### src/rtl/mips16_pkg.sv
// Shared definitions for the 16-bit MIPS pipeline: field widths, opcode and
// funct constants, ALU operation encodings and the ID-stage decode helper.
package mips16_pkg;

    localparam int INST_W = 16;
    localparam int DATA_W = 16;
    localparam int ADDR_W = 9;
    localparam int REG_W  = 3;
    localparam int NREGS  = 8;

    localparam logic [3:0] OP_RTYPE = 4'h0;
    localparam logic [3:0] OP_ADDI  = 4'h1;
    localparam logic [3:0] OP_LW    = 4'h2;
    localparam logic [3:0] OP_SW    = 4'h3;
    localparam logic [3:0] OP_BEQ   = 4'h4;
    localparam logic [3:0] OP_BNE   = 4'h5;
    localparam logic [3:0] OP_J     = 4'h6;

    localparam logic [2:0] FN_ADD = 3'd0;
    localparam logic [2:0] FN_SUB = 3'd1;
    localparam logic [2:0] FN_AND = 3'd2;
    localparam logic [2:0] FN_OR  = 3'd3;
    localparam logic [2:0] FN_SLT = 3'd4;
    localparam logic [2:0] FN_SLL = 3'd5;
    localparam logic [2:0] FN_SRL = 3'd6;

    typedef enum logic [2:0] {
        ALU_ADD = 3'd0,
        ALU_SUB = 3'd1,
        ALU_AND = 3'd2,
        ALU_OR  = 3'd3,
        ALU_SLT = 3'd4,
        ALU_SLL = 3'd5,
        ALU_SRL = 3'd6
    } alu_op_t;

    // Decoded view of one instruction. 'valid' means the instruction carries
    // work into EX; branches and jumps finish in ID and therefore leave it 0.
    typedef struct packed {
        logic             valid;
        alu_op_t          alu_op;
        logic             alu_src;
        logic             mem_read;
        logic             mem_write;
        logic             reg_write;
        logic [REG_W-1:0] dest;
        logic             illegal;
        logic             rt_is_src;
        logic             is_beq;
        logic             is_bne;
        logic             is_jump;
    } dec_t;

    function automatic logic [DATA_W-1:0] sext6_16(input logic [5:0] imm6);
        return {{(DATA_W-6){imm6[5]}}, imm6};
    endfunction

    function automatic logic [ADDR_W-1:0] sext6_9(input logic [5:0] imm6);
        return {{(ADDR_W-6){imm6[5]}}, imm6};
    endfunction

    function automatic dec_t decode(input logic [INST_W-1:0] inst);
        dec_t d;
        d        = '0;
        d.alu_op = ALU_ADD;
        case (inst[15:12])
            OP_RTYPE: begin
                d.rt_is_src = 1'b1;
                case (inst[2:0])
                    FN_ADD: d.alu_op = ALU_ADD;
                    FN_SUB: d.alu_op = ALU_SUB;
                    FN_AND: d.alu_op = ALU_AND;
                    FN_OR:  d.alu_op = ALU_OR;
                    FN_SLT: d.alu_op = ALU_SLT;
                    FN_SLL: d.alu_op = ALU_SLL;
                    FN_SRL: d.alu_op = ALU_SRL;
                    default: d.illegal = 1'b1;
                endcase
                if (!d.illegal) begin
                    d.valid     = 1'b1;
                    d.reg_write = 1'b1;
                    d.dest      = inst[5:3];
                end
            end
            OP_ADDI: begin
                d.valid     = 1'b1;
                d.alu_src   = 1'b1;
                d.reg_write = 1'b1;
                d.dest      = inst[8:6];
            end
            OP_LW: begin
                d.valid     = 1'b1;
                d.alu_src   = 1'b1;
                d.mem_read  = 1'b1;
                d.reg_write = 1'b1;
                d.dest      = inst[8:6];
            end
            OP_SW: begin
                d.valid     = 1'b1;
                d.alu_src   = 1'b1;
                d.mem_write = 1'b1;
                d.rt_is_src = 1'b1;
            end
            OP_BEQ: begin
                d.rt_is_src = 1'b1;
                d.is_beq    = 1'b1;
            end
            OP_BNE: begin
                d.rt_is_src = 1'b1;
                d.is_bne    = 1'b1;
            end
            OP_J: begin
                d.is_jump = 1'b1;
            end
            default: d.illegal = 1'b1;
        endcase
        return d;
    endfunction

endpackage

### src/rtl/id_stage_if.sv
// Bus between the decode stage and its neighbours: fetch instruction input,
// write-back and EX hazard inputs, fetch redirect outputs and the ID/EX bundle.
// 'master' is the surrounding pipeline, 'slave' is id_stage.
interface id_stage_if;
    import mips16_pkg::*;

    logic [INST_W-1:0] inst;
    logic [ADDR_W-1:0] next_address;
    logic              if_valid;
    logic              wb_wen;
    logic [REG_W-1:0]  wb_addr;
    logic [DATA_W-1:0] wb_data;
    logic              ex_mem_read;
    logic [REG_W-1:0]  ex_dest;

    logic              pc_src;
    logic [ADDR_W-1:0] branch_address;
    logic              pc_stall;

    logic              idex_valid;
    logic [DATA_W-1:0] idex_rs_data;
    logic [DATA_W-1:0] idex_rt_data;
    logic [DATA_W-1:0] idex_imm;
    logic [REG_W-1:0]  idex_dest;
    logic [2:0]        idex_alu_op;
    logic              idex_alu_src;
    logic              idex_mem_read;
    logic              idex_mem_write;
    logic              idex_reg_write;
    logic              illegal;

    modport master (
        output inst, next_address, if_valid,
        output wb_wen, wb_addr, wb_data,
        output ex_mem_read, ex_dest,
        input  pc_src, branch_address, pc_stall,
        input  idex_valid, idex_rs_data, idex_rt_data, idex_imm, idex_dest,
        input  idex_alu_op, idex_alu_src, idex_mem_read, idex_mem_write,
        input  idex_reg_write, illegal
    );

    modport slave (
        input  inst, next_address, if_valid,
        input  wb_wen, wb_addr, wb_data,
        input  ex_mem_read, ex_dest,
        output pc_src, branch_address, pc_stall,
        output idex_valid, idex_rs_data, idex_rt_data, idex_imm, idex_dest,
        output idex_alu_op, idex_alu_src, idex_mem_read, idex_mem_write,
        output idex_reg_write, illegal
    );

endinterface

### src/rtl/reg_file_8x16.sv
// 8x16 register file: two asynchronous read ports, one write port, r0 hardwired
// to zero. All registers clear on reset, so it is built from flops.
// Build option ID_WB_BYPASS_EN: a read of the register being written this
// cycle returns the incoming write data instead of the stored value.
module reg_file_8x16
    import mips16_pkg::*;
(
    input  logic              clk,
    input  logic              reset,
    input  logic              wen,
    input  logic [REG_W-1:0]  waddr,
    input  logic [DATA_W-1:0] wdata,
    input  logic [REG_W-1:0]  raddr_a,
    output logic [DATA_W-1:0] rdata_a,
    input  logic [REG_W-1:0]  raddr_b,
    output logic [DATA_W-1:0] rdata_b
);

    logic [DATA_W-1:0] rf_q [NREGS];

    generate
        for (genvar gi = 0; gi < NREGS; gi++) begin : g_reg
            if (gi == 0) begin : g_zero
                assign rf_q[gi] = '0;
            end else begin : g_live
                logic [DATA_W-1:0] q_reg;

                // One storage register; writes to r0 never reach here.
                always_ff @(posedge clk or negedge reset) begin
                    if (!reset) begin
                        q_reg <= '0;
                    end else if (wen && (waddr == REG_W'(gi))) begin
                        q_reg <= wdata;
                    end
                end

                assign rf_q[gi] = q_reg;
            end
        end
    endgenerate

`ifdef ID_WB_BYPASS_EN
    // Forward same-cycle write data; r0 is excluded so it still reads zero.
    assign rdata_a = (wen && (waddr == raddr_a) && (raddr_a != '0)) ? wdata : rf_q[raddr_a];
    assign rdata_b = (wen && (waddr == raddr_b) && (raddr_b != '0)) ? wdata : rf_q[raddr_b];
`else
    assign rdata_a = rf_q[raddr_a];
    assign rdata_b = rf_q[raddr_b];
`endif

endmodule

### src/rtl/id_stage.sv
// Instruction-decode stage of the 16-bit MIPS pipeline. Holds the IF/ID
// register, reads operands, decodes, resolves branches/jumps, detects
// load-use stalls and registers the result into ID/EX.
// Build option ID_WB_BYPASS_EN enables write-back bypass in the register file.
module id_stage
    import mips16_pkg::*;
(
    input  logic     clk,
    input  logic     reset,
    id_stage_if.slave bus
);

    logic [INST_W-1:0] ifid_inst_reg;
    logic [ADDR_W-1:0] ifid_na_reg;
    logic              ifid_valid_reg;

    logic [REG_W-1:0]  rs;
    logic [REG_W-1:0]  rt;
    logic [DATA_W-1:0] rs_data;
    logic [DATA_W-1:0] rt_data;
    dec_t              dec;

    logic              stall;
    logic              issue;
    logic              taken;
    logic [ADDR_W-1:0] br_target;

    logic              idex_valid_reg,     idex_valid_next;
    logic [DATA_W-1:0] idex_rs_data_reg,   idex_rs_data_next;
    logic [DATA_W-1:0] idex_rt_data_reg,   idex_rt_data_next;
    logic [DATA_W-1:0] idex_imm_reg,       idex_imm_next;
    logic [REG_W-1:0]  idex_dest_reg,      idex_dest_next;
    logic [2:0]        idex_alu_op_reg,    idex_alu_op_next;
    logic              idex_alu_src_reg,   idex_alu_src_next;
    logic              idex_mem_read_reg,  idex_mem_read_next;
    logic              idex_mem_write_reg, idex_mem_write_next;
    logic              idex_reg_write_reg, idex_reg_write_next;
    logic              illegal_reg,        illegal_next;

    assign rs  = ifid_inst_reg[11:9];
    assign rt  = ifid_inst_reg[8:6];
    assign dec = decode(ifid_inst_reg);

    reg_file_8x16 u_reg_file (
        .clk     (clk),
        .reset   (reset),
        .wen     (bus.wb_wen),
        .waddr   (bus.wb_addr),
        .wdata   (bus.wb_data),
        .raddr_a (rs),
        .rdata_a (rs_data),
        .raddr_b (rt),
        .rdata_b (rt_data)
    );

    // Load-use hazard: the load in EX produces a register this instruction
    // reads. rs is always treated as a source; rt only when the opcode uses it.
    assign stall = ifid_valid_reg && bus.ex_mem_read && (bus.ex_dest != '0) &&
                   ((bus.ex_dest == rs) || (dec.rt_is_src && (bus.ex_dest == rt)));

    // A stall takes priority; a pending branch resolves once the stall clears.
    assign issue = ifid_valid_reg && !stall;

    assign taken = issue && ((dec.is_beq && (rs_data == rt_data)) ||
                             (dec.is_bne && (rs_data != rt_data)) ||
                             dec.is_jump);

    // 9-bit add wraps naturally modulo 512.
    assign br_target = ifid_na_reg + sext6_9(ifid_inst_reg[5:0]);

    assign bus.pc_src         = taken;
    assign bus.pc_stall       = stall;
    assign bus.branch_address = taken ? (dec.is_jump ? ifid_inst_reg[8:0] : br_target) : '0;

    // IF/ID: hold while stalled, otherwise load; a redirect drops the
    // wrong-path instruction arriving at the same edge.
    always_ff @(posedge clk or negedge reset) begin
        if (!reset) begin
            ifid_inst_reg  <= '0;
            ifid_na_reg    <= '0;
            ifid_valid_reg <= 1'b0;
        end else if (!stall) begin
            ifid_inst_reg  <= bus.inst;
            ifid_na_reg    <= bus.next_address;
            ifid_valid_reg <= bus.if_valid && !taken;
        end
    end

    // Next ID/EX contents: decoded fields when an EX-bound instruction issues,
    // an all-zero bubble otherwise (stall, empty slot, branch/jump, illegal).
    always_comb begin
        idex_valid_next     = 1'b0;
        idex_rs_data_next   = '0;
        idex_rt_data_next   = '0;
        idex_imm_next       = '0;
        idex_dest_next      = '0;
        idex_alu_op_next    = '0;
        idex_alu_src_next   = 1'b0;
        idex_mem_read_next  = 1'b0;
        idex_mem_write_next = 1'b0;
        idex_reg_write_next = 1'b0;
        illegal_next        = issue && dec.illegal;
        if (issue && dec.valid) begin
            idex_valid_next     = 1'b1;
            idex_rs_data_next   = rs_data;
            idex_rt_data_next   = rt_data;
            idex_imm_next       = sext6_16(ifid_inst_reg[5:0]);
            idex_dest_next      = dec.dest;
            idex_alu_op_next    = dec.alu_op;
            idex_alu_src_next   = dec.alu_src;
            idex_mem_read_next  = dec.mem_read;
            idex_mem_write_next = dec.mem_write;
            idex_reg_write_next = dec.reg_write;
        end
    end

    // ID/EX pipeline register.
    always_ff @(posedge clk or negedge reset) begin
        if (!reset) begin
            idex_valid_reg     <= 1'b0;
            idex_rs_data_reg   <= '0;
            idex_rt_data_reg   <= '0;
            idex_imm_reg       <= '0;
            idex_dest_reg      <= '0;
            idex_alu_op_reg    <= '0;
            idex_alu_src_reg   <= 1'b0;
            idex_mem_read_reg  <= 1'b0;
            idex_mem_write_reg <= 1'b0;
            idex_reg_write_reg <= 1'b0;
            illegal_reg        <= 1'b0;
        end else begin
            idex_valid_reg     <= idex_valid_next;
            idex_rs_data_reg   <= idex_rs_data_next;
            idex_rt_data_reg   <= idex_rt_data_next;
            idex_imm_reg       <= idex_imm_next;
            idex_dest_reg      <= idex_dest_next;
            idex_alu_op_reg    <= idex_alu_op_next;
            idex_alu_src_reg   <= idex_alu_src_next;
            idex_mem_read_reg  <= idex_mem_read_next;
            idex_mem_write_reg <= idex_mem_write_next;
            idex_reg_write_reg <= idex_reg_write_next;
            illegal_reg        <= illegal_next;
        end
    end

    assign bus.idex_valid     = idex_valid_reg;
    assign bus.idex_rs_data   = idex_rs_data_reg;
    assign bus.idex_rt_data   = idex_rt_data_reg;
    assign bus.idex_imm       = idex_imm_reg;
    assign bus.idex_dest      = idex_dest_reg;
    assign bus.idex_alu_op    = idex_alu_op_reg;
    assign bus.idex_alu_src   = idex_alu_src_reg;
    assign bus.idex_mem_read  = idex_mem_read_reg;
    assign bus.idex_mem_write = idex_mem_write_reg;
    assign bus.idex_reg_write = idex_reg_write_reg;
    assign bus.illegal        = illegal_reg;

endmodule

### src/flat_wrapper.sv
// flat-port wrapper written by rule: the top's interface ports become plain ports
module id_stage_flat import mips16_pkg::*;
  (clk, reset, bus_inst, bus_next_address, bus_if_valid, bus_wb_wen, bus_wb_addr, bus_wb_data, bus_ex_mem_read, bus_ex_dest, bus_pc_src, bus_branch_address, bus_pc_stall, bus_idex_valid, bus_idex_rs_data, bus_idex_rt_data, bus_idex_imm, bus_idex_dest, bus_idex_alu_op, bus_idex_alu_src, bus_idex_mem_read, bus_idex_mem_write, bus_idex_reg_write, bus_illegal);
  id_stage_if bus_i ();
  input  logic clk;
  input  logic reset;
  input wire logic [$bits(bus_i.inst)-1:0] bus_inst;
  input wire logic [$bits(bus_i.next_address)-1:0] bus_next_address;
  input wire logic [$bits(bus_i.if_valid)-1:0] bus_if_valid;
  input wire logic [$bits(bus_i.wb_wen)-1:0] bus_wb_wen;
  input wire logic [$bits(bus_i.wb_addr)-1:0] bus_wb_addr;
  input wire logic [$bits(bus_i.wb_data)-1:0] bus_wb_data;
  input wire logic [$bits(bus_i.ex_mem_read)-1:0] bus_ex_mem_read;
  input wire logic [$bits(bus_i.ex_dest)-1:0] bus_ex_dest;
  output wire logic [$bits(bus_i.pc_src)-1:0] bus_pc_src;
  output wire logic [$bits(bus_i.branch_address)-1:0] bus_branch_address;
  output wire logic [$bits(bus_i.pc_stall)-1:0] bus_pc_stall;
  output wire logic [$bits(bus_i.idex_valid)-1:0] bus_idex_valid;
  output wire logic [$bits(bus_i.idex_rs_data)-1:0] bus_idex_rs_data;
  output wire logic [$bits(bus_i.idex_rt_data)-1:0] bus_idex_rt_data;
  output wire logic [$bits(bus_i.idex_imm)-1:0] bus_idex_imm;
  output wire logic [$bits(bus_i.idex_dest)-1:0] bus_idex_dest;
  output wire logic [$bits(bus_i.idex_alu_op)-1:0] bus_idex_alu_op;
  output wire logic [$bits(bus_i.idex_alu_src)-1:0] bus_idex_alu_src;
  output wire logic [$bits(bus_i.idex_mem_read)-1:0] bus_idex_mem_read;
  output wire logic [$bits(bus_i.idex_mem_write)-1:0] bus_idex_mem_write;
  output wire logic [$bits(bus_i.idex_reg_write)-1:0] bus_idex_reg_write;
  output wire logic [$bits(bus_i.illegal)-1:0] bus_illegal;
  assign bus_i.inst = bus_inst;
  assign bus_i.next_address = bus_next_address;
  assign bus_i.if_valid = bus_if_valid;
  assign bus_i.wb_wen = bus_wb_wen;
  assign bus_i.wb_addr = bus_wb_addr;
  assign bus_i.wb_data = bus_wb_data;
  assign bus_i.ex_mem_read = bus_ex_mem_read;
  assign bus_i.ex_dest = bus_ex_dest;
  assign bus_pc_src = bus_i.pc_src;
  assign bus_branch_address = bus_i.branch_address;
  assign bus_pc_stall = bus_i.pc_stall;
  assign bus_idex_valid = bus_i.idex_valid;
  assign bus_idex_rs_data = bus_i.idex_rs_data;
  assign bus_idex_rt_data = bus_i.idex_rt_data;
  assign bus_idex_imm = bus_i.idex_imm;
  assign bus_idex_dest = bus_i.idex_dest;
  assign bus_idex_alu_op = bus_i.idex_alu_op;
  assign bus_idex_alu_src = bus_i.idex_alu_src;
  assign bus_idex_mem_read = bus_i.idex_mem_read;
  assign bus_idex_mem_write = bus_i.idex_mem_write;
  assign bus_idex_reg_write = bus_i.idex_reg_write;
  assign bus_illegal = bus_i.illegal;
  id_stage u_core (.clk(clk), .reset(reset), .bus(bus_i));
endmodule
### config.mk
export PLATFORM = sky130hd
export DESIGN_NAME = id_stage_flat
export DESIGN_NICKNAME = d
export VERILOG_FILES = /design/src/rtl/mips16_pkg.sv /design/src/rtl/id_stage_if.sv /design/src/rtl/reg_file_8x16.sv /design/src/rtl/id_stage.sv /design/src/flat_wrapper.sv
export SDC_FILE = /design/constraint.sdc
export NUM_CORES = 1
export LEC_CHECK = 0
export ABC_CLOCK_PERIOD_IN_PS = 3150
export CORE_AREA = 2 2 117 176
export DETAILED_ROUTE_END_ITERATION = 12
export DIE_AREA = 0 0 119 178
export PLACE_DENSITY = 0.7
export RECOVER_POWER = 25
export SKIP_LAST_GASP = 1
export SYNTH_ARGS = -nofsm -noshare
export SYNTH_HDL_FRONTEND = slang
export SYNTH_SLANG_ARGS = --single-unit
### constraint.sdc
create_clock -name clk -period 3.15 [get_ports clk]
set_input_delay 0.4725 -clock clk [delete_from_list [all_inputs] [get_ports clk]]
set_output_delay 0.4725 -clock clk [all_outputs]
set_load 0.01 [all_outputs]
### After elaboration in Yosys (flattened, before gate mapping)

Index checks and enable logic that the tools add are counted.

| operators by class | value |
|---|---|
| divide/modulo/power cells | 0 |
| muxes and demuxes | 34 |
| bitwise logic cells | 2 |
| reduce and logical (&&, ||, !) cells | 31 |
| $mul | 0 |
| shift-type cells | 0 |
| equality and inequality tests | 23 |
| order comparisons | 2 |
| add/sub/neg operators | 1 |

Operators by type and width:

| operator | count |
|---|---|
| $mux 16 | 7 |
| $bmux 16 s3 | 2 |
| $eq 3x3->1 const B | 7 |
| $logic_and 1x1->1 | 18 |
| $mux 9 | 2 |
| $pmux 3 s6 | 1 |
| $eq 16x16->1 | 1 |
| $ne 16x16->1 | 1 |
| $mux 1 | 15 |
| $eq 3x2->1 const B | 4 |
| $eq 4x3->1 const B | 3 |
| $add 9x9->9 | 1 |
| $mux 3 | 3 |
| $eq 4x2->1 const B | 2 |
| $ge 4x4->1 const B | 2 |
| $not 3->4 | 2 |
| $pmux 4 s2 | 1 |
| $reduce_or 7->1 | 1 |
| $eq 3x1->1 const B | 2 |
| $eq 3x3->1 | 2 |
| $reduce_or 6->1 | 1 |
| $eq 4x1->1 const B | 1 |
| $logic_not 4->1 | 1 |
| $mux 4 | 1 |
| other kinds (8) | 12 |

| word-level totals | value |
|---|---|
| bits in read-only memories | 0 |
| memories kept | 0 |
| output and inout port bits | 71 |
| bits in latches | 0 |
| logic and storage cells | 114 |
| input bits | 52 |
| flip-flop bits (word level) | 198 |
| RAM bits | 0 |

### Logic depth before layout (Yosys ltp)

Gate-level depths: netlist of run 1.

| logic depth | value |
|---|---|
| depth after elaboration | 11 |
| gate-level depth with buffers | 12 |
| depth with buffers taken out | 10 |

### By module

From an unflattened synthesis of run 1, not the netlist that was laid out.

| unflattened totals | value |
|---|---|
| cell total of the unflattened synthesis | 751 |
| area, all modules | 9853.2 um2 |

By module, submodules not included:

| module | instances | sequential area each (um2) | cells each | area each (um2) |
|---|---|---|---|---|
| reg_file_8x16 | 1 | 2802.7 | 459 | 6242.2 |
| id_stage | 1 | 1901.8 | 292 | 3611.0 |

### Worst setup path after synthesis of run 1

No wires, ideal clock.

| timing | value |
|---|---|
| path kind | register to output |
| from | reg u_core.ifid_inst_reg[10] |
| to | out bus_branch_address[0] |
| cell stages (with the launch flop) | 11 |
| slack | 114 ps |
| data arrival time | 2563 ps |
| data required time | 2677 ps |
| buffers on the path | 2 |
| path through | dfrtp_1 > buf_6 > and2b_2 > buf_4 > a221o_1 > o211ai_1 > nand4b_1 > nor4_4 > a31oi_4 > or3_1 > a21oi_1 |

| on the way | value |
|---|---|
| word-level cells in the longest chain between the ends | 10 |
| elaborated cells between the ends (all ways) | 17 |
| classes of those cells | eq/ne (3); mux (4); bitwise (1); reduce/logical (9) |

Ends and longest elaborated chain:

| element | line | RTL |
|---|---|---|
| start, declared | id_stage.sv:13 | `logic [INST_W-1:0] ifid_inst_reg;` |
| start signal, assigned | id_stage.sv:83 | `ifid_inst_reg <= bus.inst;` |
| $not 3->4 (not written as such) | reg_file_8x16.sv:47 | `assign rdata_a = rf_q[raddr_a];` |
| $bmux 16 s3 | reg_file_8x16.sv:47 |  |
| $mux 16 (not written as such) (2 in series) | reg_file_8x16.sv:47 |  |
| $eq 16x16->1 or $ne 16x16->1 (tied branches) | id_stage.sv:64, id_stage.sv:65 |  |
| $logic_and 1x1->1, on equally long branches | id_stage.sv:64, id_stage.sv:65 |  |
| $logic_or 1x1->1 | id_stage.sv:64 | `assign taken = issue && ((dec.is_beq && (rs_data == rt_data)) \|\|` |
| $logic_or 1x1->1 | id_stage.sv:65 | `(dec.is_bne && (rs_data != rt_data)) \|\|` |
| $logic_and 1x1->1 * | id_stage.sv:64 |  |
| $mux 9 * | id_stage.sv:73 | `assign bus.branch_address = taken ? (dec.is_jump ? ifid_inst_reg[8:0] : br_target) : '0;` |
| end, declared | flat_wrapper.sv:16 | `output wire logic [$bits(bus_i.branch_address)-1:0] bus_branch_address;` |

Every way passes the cells marked *; elsewhere a longest branch is shown, timed or not. The select of a mux whose other input is x is not followed.

### Worst setup path after layout of run 1

| timing | value |
|---|---|
| from | reg u_core.ifid_inst_reg[7] |
| to | out bus_branch_address[4] |

| on the way | value |
|---|---|
| word-level cells in the longest chain between the ends | 10 |
| elaborated cells between the ends (all ways) | 18 |
| classes of those cells | eq/ne (3); mux (4); bitwise (1); reduce/logical (10) |

Ends and longest elaborated chain:

| element | line | RTL |
|---|---|---|
| $not 3->4 (not written as such) | reg_file_8x16.sv:48 | `assign rdata_b = rf_q[raddr_b];` |
| $bmux 16 s3 | reg_file_8x16.sv:48 |  |
| $mux 16 (not written as such) (2 in series) | reg_file_8x16.sv:48 |  |
| $eq 16x16->1 or $ne 16x16->1 (tied branches) | id_stage.sv:64, id_stage.sv:65 |  |
| $logic_and 1x1->1, on equally long branches | id_stage.sv:64, id_stage.sv:65 |  |
| $logic_or 1x1->1 | id_stage.sv:64 |  |
| $logic_or 1x1->1 | id_stage.sv:65 |  |
| $logic_and 1x1->1 * | id_stage.sv:64 |  |
| $mux 9 * | id_stage.sv:73 |  |

Marked as above.

==> results of run 1 <==
-- cell usage in the layout (no fill, tap or decap), drive strengths merged, types with 11 or more instances in the layout --
cell type,synthesis,final
a21oi,15,15
a221o,24,24
a221oi,24,24
a22oi,11,11
and3,11,11
buf,38,122
clkbuf,27,20
clkdlybuf4s50,0,111
dfrtp,188,188
inv,7,12
mux2,169,169
mux2i,70,70
nor2,38,38
xor2,13,13
-- area by class of cell --
type                    count  area, um^2  share of cell area
flip-flops and latches    188        4707              0.3723
clock buffers              17       425.4             0.03364
multi-input cells         492        4777              0.3778
repair buffers            236        2197              0.1738
well taps                 260       325.3             0.02573
clock inverters            15       186.4             0.01474
inverters                   7       26.28            0.002078
-- routing by layer --
| metal | vias up | part of all wire |
|---|---|---|
| met5 | - | 0 |
| met1 | 3680 | 0.40 |
| met4 | 0 | 0.033 |
| met2 | 234 | 0.53 |
| met3 | 52 | 0.037 |
| li1 | 3196 | - |
-- worst paths after layout --
path / to
setup / recovery: bus_branch_address[4]
hold / removal: u_core.bus.idex_dest[1]
setup reg to reg: u_core.ifid_valid_reg
hold reg to reg: u_core.ifid_na_reg[7]
max in group asynchronous: u_core.u_reg_file.g_reg[6].g_live.q_reg[2]
min in group clk: u_core.ifid_na_reg[7]
-- power by group through the flow --
stage / clock network (mW) / registers (mW) / logic, mW
3_5_place_dp: 0 / 3.12 / 1.78
3_3_place_gp: 0 / 3.09 / 1.72
5_1_grt: 2.37 / 3.14 / 2.02
4_1_cts: 2.27 / 3.08 / 1.81
6_report: 2.23 / 3.10 / 1.87
2_1_floorplan: 0 / 3.03 / 1.13
-- stage by stage --
stage	hold slack, ps	cells	setup TNS, ps	setup WS [ps]
CTS	35.78	1209	-6552	-715.6
global placement	499.5	1173	-5852	-633.5
global route	546.2	1215	-7848	-838.5
finish	438.2	1215	-6694	-727.6
detailed placement	510.1	1173	-6518	-715.8
floorplan	176.9	752	0	114.1
-- worst register-to-register path, stage by stage, from the launching register on --
cell and delay [ps]:
dfrtp_2 490, buf_12 170, mux2_4 300, a221o_1 370, buf_4 150, a211oi_2 240, nand4b_4 190, nor4_4 70
a31oi_4 190, buf_6 140, mux2i_4 310, inv_2 70, buf_4 130, nor2_1 90
-- cell families after synthesis --
| group | count (synthesis) |
|---|---|
| buffers and inverters | 72 |
| adders and majority gates | 9 |
| AOI/OAI and AO/OA | 112 |
| xor gates and xnor gates | 22 |
| muxes | 239 |
| and+or+nand+nor | 110 |
| DFF | 188 |
-- timing repair --
action,CTS,global route
cloned,0,1
pin swaps,16,7
setup buffers,4,5
endpoints found under the setup margin,10,10
gates resized for setup,59,19
==> results.py, run 1 <==
metrics = {
    "status": {
        "outcome": "finished with violations",
        "failing_checks": "capacitance limit, slew limit, setup timing",
    },
    "floorplan": {
        "ios": 123,
        "area_of_the_die_um2": 21180,
        "die_height_um": 178,
        "std_cell_rows": 63,
        "dieWidth_um": 119,
        "initial_utilization": 0.4963,
        "design.core.area_um2": 19630,
    },
    "clock_tree": {
        "cts_hold_buffers": 0,
        "cts-htree-levels": 4,
        "numCtsBuffers": 17,
        "tritoncts": "built",
        "clkSinkCount": 188,
        "cts_root_buffer": "clkbuf_16",
        "path_clk_slew_ps": 70,
        "clockBufferDepth": 2,
        "clock_insertion_delay_worst_skew_ps": 450,
    },
    "critical_path": {
        "worst_setup_sp_type": "flop",
        "startpoint_of_the_lowest_slack_register_to_register_path": "u_core.ifid_inst_reg[7]",
        "timing_worst_setup_path_type": "reg -> out",
        "critical_path_arrival_ps": 3410,
        "worstPathMaxFanout": 9,
        "rrSetupSlack_ps": 140,
        "path_cells": "buf_12 -> mux2_2 -> a221oi_2 -> a221o_1 -> xor2_1 -> nor4_2 -> buf_4 -> a31oi_4 -> buf_6 -> or3_1 -> a21oi_2 -> buf_2",
        "critical_path.top_delay_family": "compound AO/OA/AOI/OAI gates",
        "worst_setup_path_startpoint": "u_core.ifid_inst_reg[7]",
        "required_ps": 2680,
        "cp_num_buf_inv": 4,
        "crit_path_top_delay_cell": "dfrtp_2",
        "cpPeakStageDelay_ps": 490,
        "timing.reg2reg.worst_path_depth": 13,
        "crit_path_end_kind": "output port",
        "path_depth": 12,
    },
    "synthesis": {
        "synth.top_cells.by_area": "dfrtp_1 48%, mux2_2 18%, mux2i_1 7.1%",
        "synth_top_family_by_area": "multiplexers",
        "synth_enable_flop_cells": 0,
        "synthDominantCellAreaShare": 0.4830,
        "synthesis.nets": 813,
        "ys_async_sr_fraction": 1.000,
        "seq_area_frac_synth": 0.4830,
        "parity_gate_share_of_the_synthesized_area_counting_xor_and_xnor_cells": 0.01978,
        "synth_area_um2": 9741,
        "yosys.area_share.adder": 0.01233,
        "yosysWarningCount": 0,
        "synthMostInstantiatedCell": "dfrtp_1",
        "synth.largest_area_cell": "dfrtp_1",
        "synth.cells.most_frequent": "188 x dfrtp_1, 158 x mux2_2, 69 x mux2i_1",
        "compound_cell_area_share_of_the_yosys_netlist": 0.1011,
        "flip_flop_and_latch_count_after_synthesis": 188,
        "ys_types": 64,
        "synth.area.mux_share": 0.2705,
        "yosys.area_share.simple": 0.06551,
        "synth_flop_cell": "dfrtp_1",
        "postSynthCellCount": 752,
        "postSynthAreaPerCell_um2": 12.95,
    },
    "global_routing": {
        "grt_overflow_total": 0,
        "track_usage": 0.2644,
        "grt_pass1_vias": 7764,
        "use_met1": 0.3130,
        "globalRouteMet3Util": 0.03804,
        "largest_net_degree_at_the_start_of_global_routing": 68,
        "met2_usage": 0.4729,
        "global_route.peak_usage_layer": "met2",
        "grt_antenna_before_repair": 0,
        "grt_pass1_wl_mm": 42.59,
    },
    "sta": {
        "rsz_0062_raised_after_global_routing": "true",
        "min_period_over_period": 1.231,
        "layout_setup_ws_ps": -727.6,
        "max_slew.worst_pin.slew_ps": 1598,
        "fmax_ghz": 0.2579,
        "hold_viol_final": 0,
        "setup_viol_count_final": 10,
        "clock-skew-final_ps": 8.693,
        "max-slew-margin-rel": -0.06562,
        "report.final.slew_viol_count": 66,
        "final.min_clock_period_ps": 3878,
    },
    "drt": {
        "via_per_inst": 5.895,
        "dr_total_vias": 7162,
        "detail_route.drc_violations": 0,
        "first_pass_iters": 8,
        "wl_per_cell_um": 22.21,
        "detail_route.wirelength_mm": 26.98,
        "detail_route.iter0.violations": 465,
        "antenna_left": 0,
    },
    "hold_path": {
        "worst_hold_path_type": "in -> async",
    },
    "power": {
        "internal_power_mw": 5.092,
        "clk_network_pwr_share": 0.310,
        "overall_power_mw": 7.211,
        "power_frac_seq": 0.431,
        "total_switching_power_mw": 2.118,
        "cellLeakagePower_nw": 5.590,
        "share_comb_of_total_power": 0.260,
        "power_per_cell_area_nw_per_um2": 570.2,
        "switching_share": 0.2938,
        "vdd.ir_drop.worst_mv": 0.3808,
    },
    "finish": {
        "post-route-cell-area_um2": 12640,
        "post_route_cells_drive_above_1_share": 0.3853,
        "flow.area_growth_from_synthesis_pct": 29.81,
        "nNetsFinal": 1003,
        "layout.core_utilization": 0.6442,
        "largest_register_ff_count": 112,
        "antenna_cells": 0,
        "final.fill_count": 1451,
    },
    "job": {
        "timing.max_cap.violations": 1,
    },
    "placement": {
        "dpl.hpwl_mm": 18.81,
        "dpl-instance-area_um2": 11800,
        "routability_cong": 0.9121,
        "placement.io_buffers": 122,
    },
}
Power figures use the tool's default switching activity.
==> run 2, diff against run 1 <==
CORE_AREA = 2 2 201 104   (was 2 2 117 176)
DIE_AREA = 0 0 203 106   (was 0 0 119 178)
PLACE_DENSITY = 0.69   (was 0.7)
==> results.py, run 2 (synthesis gave the netlist of run 1 again) <==
metrics = {
    "critical_path": {
        "crit_path_frequent_cell": "buf_4",
        "crit_path_end_kind": "output port",
        "timing_worst_setup_path_type": "reg -> out",
        "cp_num_buf_inv": 4,
        "worstPathMaxFanout": 10,
        "cpPeakStageDelay_ps": 410,
        "critical_path_arrival_ps": 3480,
        "worst_setup_sp_type": "flop",
        "required_ps": 2680,
        "path_cells": "buf_4 -> buf_4 -> mux2_2 -> a221oi_1 -> a221o_1 -> xor2_1 -> nor4_4 -> a31oi_4 -> buf_6 -> or3_1 -> a21oi_1 -> buf_2",
        "critical_path.top_delay_family": "compound AO/OA/AOI/OAI gates",
        "crit_path_top_delay_cell": "dfrtp_2",
    },
    "floorplan": {
        "dieWidth_um": 203,
        "area_of_the_die_um2": 21520,
        "design.core.area_um2": 19950,
        "die_height_um": 106,
        "ios": 123,
        "std_cell_rows": 37,
        "initial_utilization": 0.4882,
    },
    "placement": {
        "dp_worst_setup_slack_ps": -652.7,
        "routability_cong": 0.9757,
        "dpl.hpwl_mm": 20.68,
        "placement.io_buffers": 122,
    },
    "global_routing": {
        "grt_pass1_vias": 7525,
        "grt_overflow_total": 0,
        "track_usage": 0.2793,
        "grt_antenna_before_repair": 1,
        "grt_pass1_wl_mm": 44.72,
        "largest_net_degree_at_the_start_of_global_routing": 73,
    },
    "drt": {
        "dr_total_vias": 7286,
        "detail_route.iter0.violations": 412,
        "first_pass_iters": 5,
        "antenna_left": 0,
        "detail_route.drc_violations": 0,
        "detail_route.wirelength_mm": 29.42,
        "via_per_inst": 5.843,
        "wl_per_cell_um": 23.59,
    },
    "power": {
        "power_per_cell_area_nw_per_um2": 565.9,
        "overall_power_mw": 7.248,
        "cellLeakagePower_nw": 5.699,
        "vdd.ir_drop.worst_mv": 0.3979,
    },
    "sta": {
        "report.final.slew_viol_count": 73,
        "max_slew.worst_pin.slew_ps": 1792,
        "layout_setup_ws_ps": -798.4,
        "max-slew-margin-rel": -0.1949,
        "hold_viol_final": 0,
        "fmax_ghz": 0.2533,
        "setup_viol_count_final": 10,
        "clock-skew-final_ps": 12.21,
        "final.min_clock_period_ps": 3948,
        "min_period_over_period": 1.253,
        "timing.setup.tns_ps": -7303,
        "rsz_0062_raised_after_global_routing": "true",
    },
    "status": {
        "failing_checks": "capacitance limit, slew limit, setup timing",
        "outcome": "finished with violations",
    },
    "clock_tree": {
        "numCtsBuffers": 17,
        "clock_insertion_delay_worst_skew_ps": 450,
        "clockBufferDepth": 2,
        "cts_root_buffer": "clkbuf_16",
        "path_clk_slew_ps": 70,
        "tritoncts": "built",
        "clkSinkCount": 188,
        "cts-htree-levels": 4,
        "cts_hold_buffers": 0,
    },
    "finish": {
        "antenna_cells": 0,
        "mostFrequentLayoutCells": "186 x dfrtp_1, 157 x mux2_2, 112 x buf_4",
        "largest_register_ff_count": 112,
        "nNetsFinal": 1022,
        "post_route_cells_drive_above_1_share": 0.4035,
        "layout_commonest_cell": "dfrtp_1",
        "flow.area_growth_from_synthesis_pct": 31.50,
    },
    "job": {
        "timing.max_cap.violations": 1,
    },
    "hold_path": {
        "worst_hold_path_type": "in -> async",
    },
}
==> run 2: changes by cell type in the layout (fill, tap and decap cells not counted), sizes merged <==
| cell | change |
|---|---|
| buf | +18 |
| bufinv | -2 |
| bufbuf | +1 |
| clkdlybuf4s50 | -1 |
| clkinv | +1 |
| dlymetal6s2s | +1 |
| inv | +1 |
==> run 2: final timing paths <==
path                                               start                 endpoint  slack [ps]  depth (start not counted)
worst max register to register  u_core.ifid_inst_reg[10]    u_core.ifid_valid_reg          60                         13
worst max-delay path            u_core.ifid_inst_reg[10]    bus_branch_address[3]        -800                         12
min in group clk                   u_core.ifid_na_reg[6]    u_core.ifid_na_reg[6]         520                          1
worst min register to register     u_core.ifid_na_reg[6]    u_core.ifid_na_reg[6]         520                          1
max in group asynchronous                          reset  u_core.ifid_inst_reg[7]         770                          2
worst min-delay path                               reset    u_core.ifid_na_reg[5]         510                          1
==> run 2: timing repair <==
action / 4_1_cts / 5_1_grt
pin swaps: 17 / 16
resized for setup: 53 / 32
setup endpoints to repair: 11 / 12
setup buffers: 12 / 11
gates cloned: 2 / 0
==> run 2: area by class of cell <==
type | instances | area, um^2
flip-flops and latches | 188 | 4707
clock buffers | 17 | 425.4
clock inverters | 15 | 156.4
fillers | 1493 | 7144
well taps | 273 | 341.6
repair buffers | 255 | 2351
inverters | 7 | 26.28
multi-input cells | 492 | 4801
==> run 2: power by group <==
group          leakage [nW]  internal (mW)  total (mW)  switching, mW
logic                  3.09           1.08        1.98          0.893
registers              2.33           2.78        3.14          0.357
clock network         0.275           1.12        2.13           1.02
total                  5.70           4.98        7.25           2.27
==> run 2: layer usage <==
metal / part of all wire / global-route usage / up-vias
met2: 0.43 / 0.3997 / 273
met3: 0.075 / 0.07449 / 39
met1: 0.48 / 0.4131 / 3746
met4: 0.014 / 0.08342 / 2
met5: 0.00027 / 0 / -
li1: - / - / 3226
==> run 2: stage by stage <==
step	utilization	cells	instance area, um^2	hold WS (ps)
6_report	0.6419	1247	12810	508.6
2_1_floorplan	-	752	9741	176.9
5_1_grt	0.6419	1247	12810	547.3
3_3_place_gp	0.5955	1193	11880	496.0
4_1_cts	0.6343	1239	12660	49.82
3_5_place_dp	0.5955	1193	11880	506.2
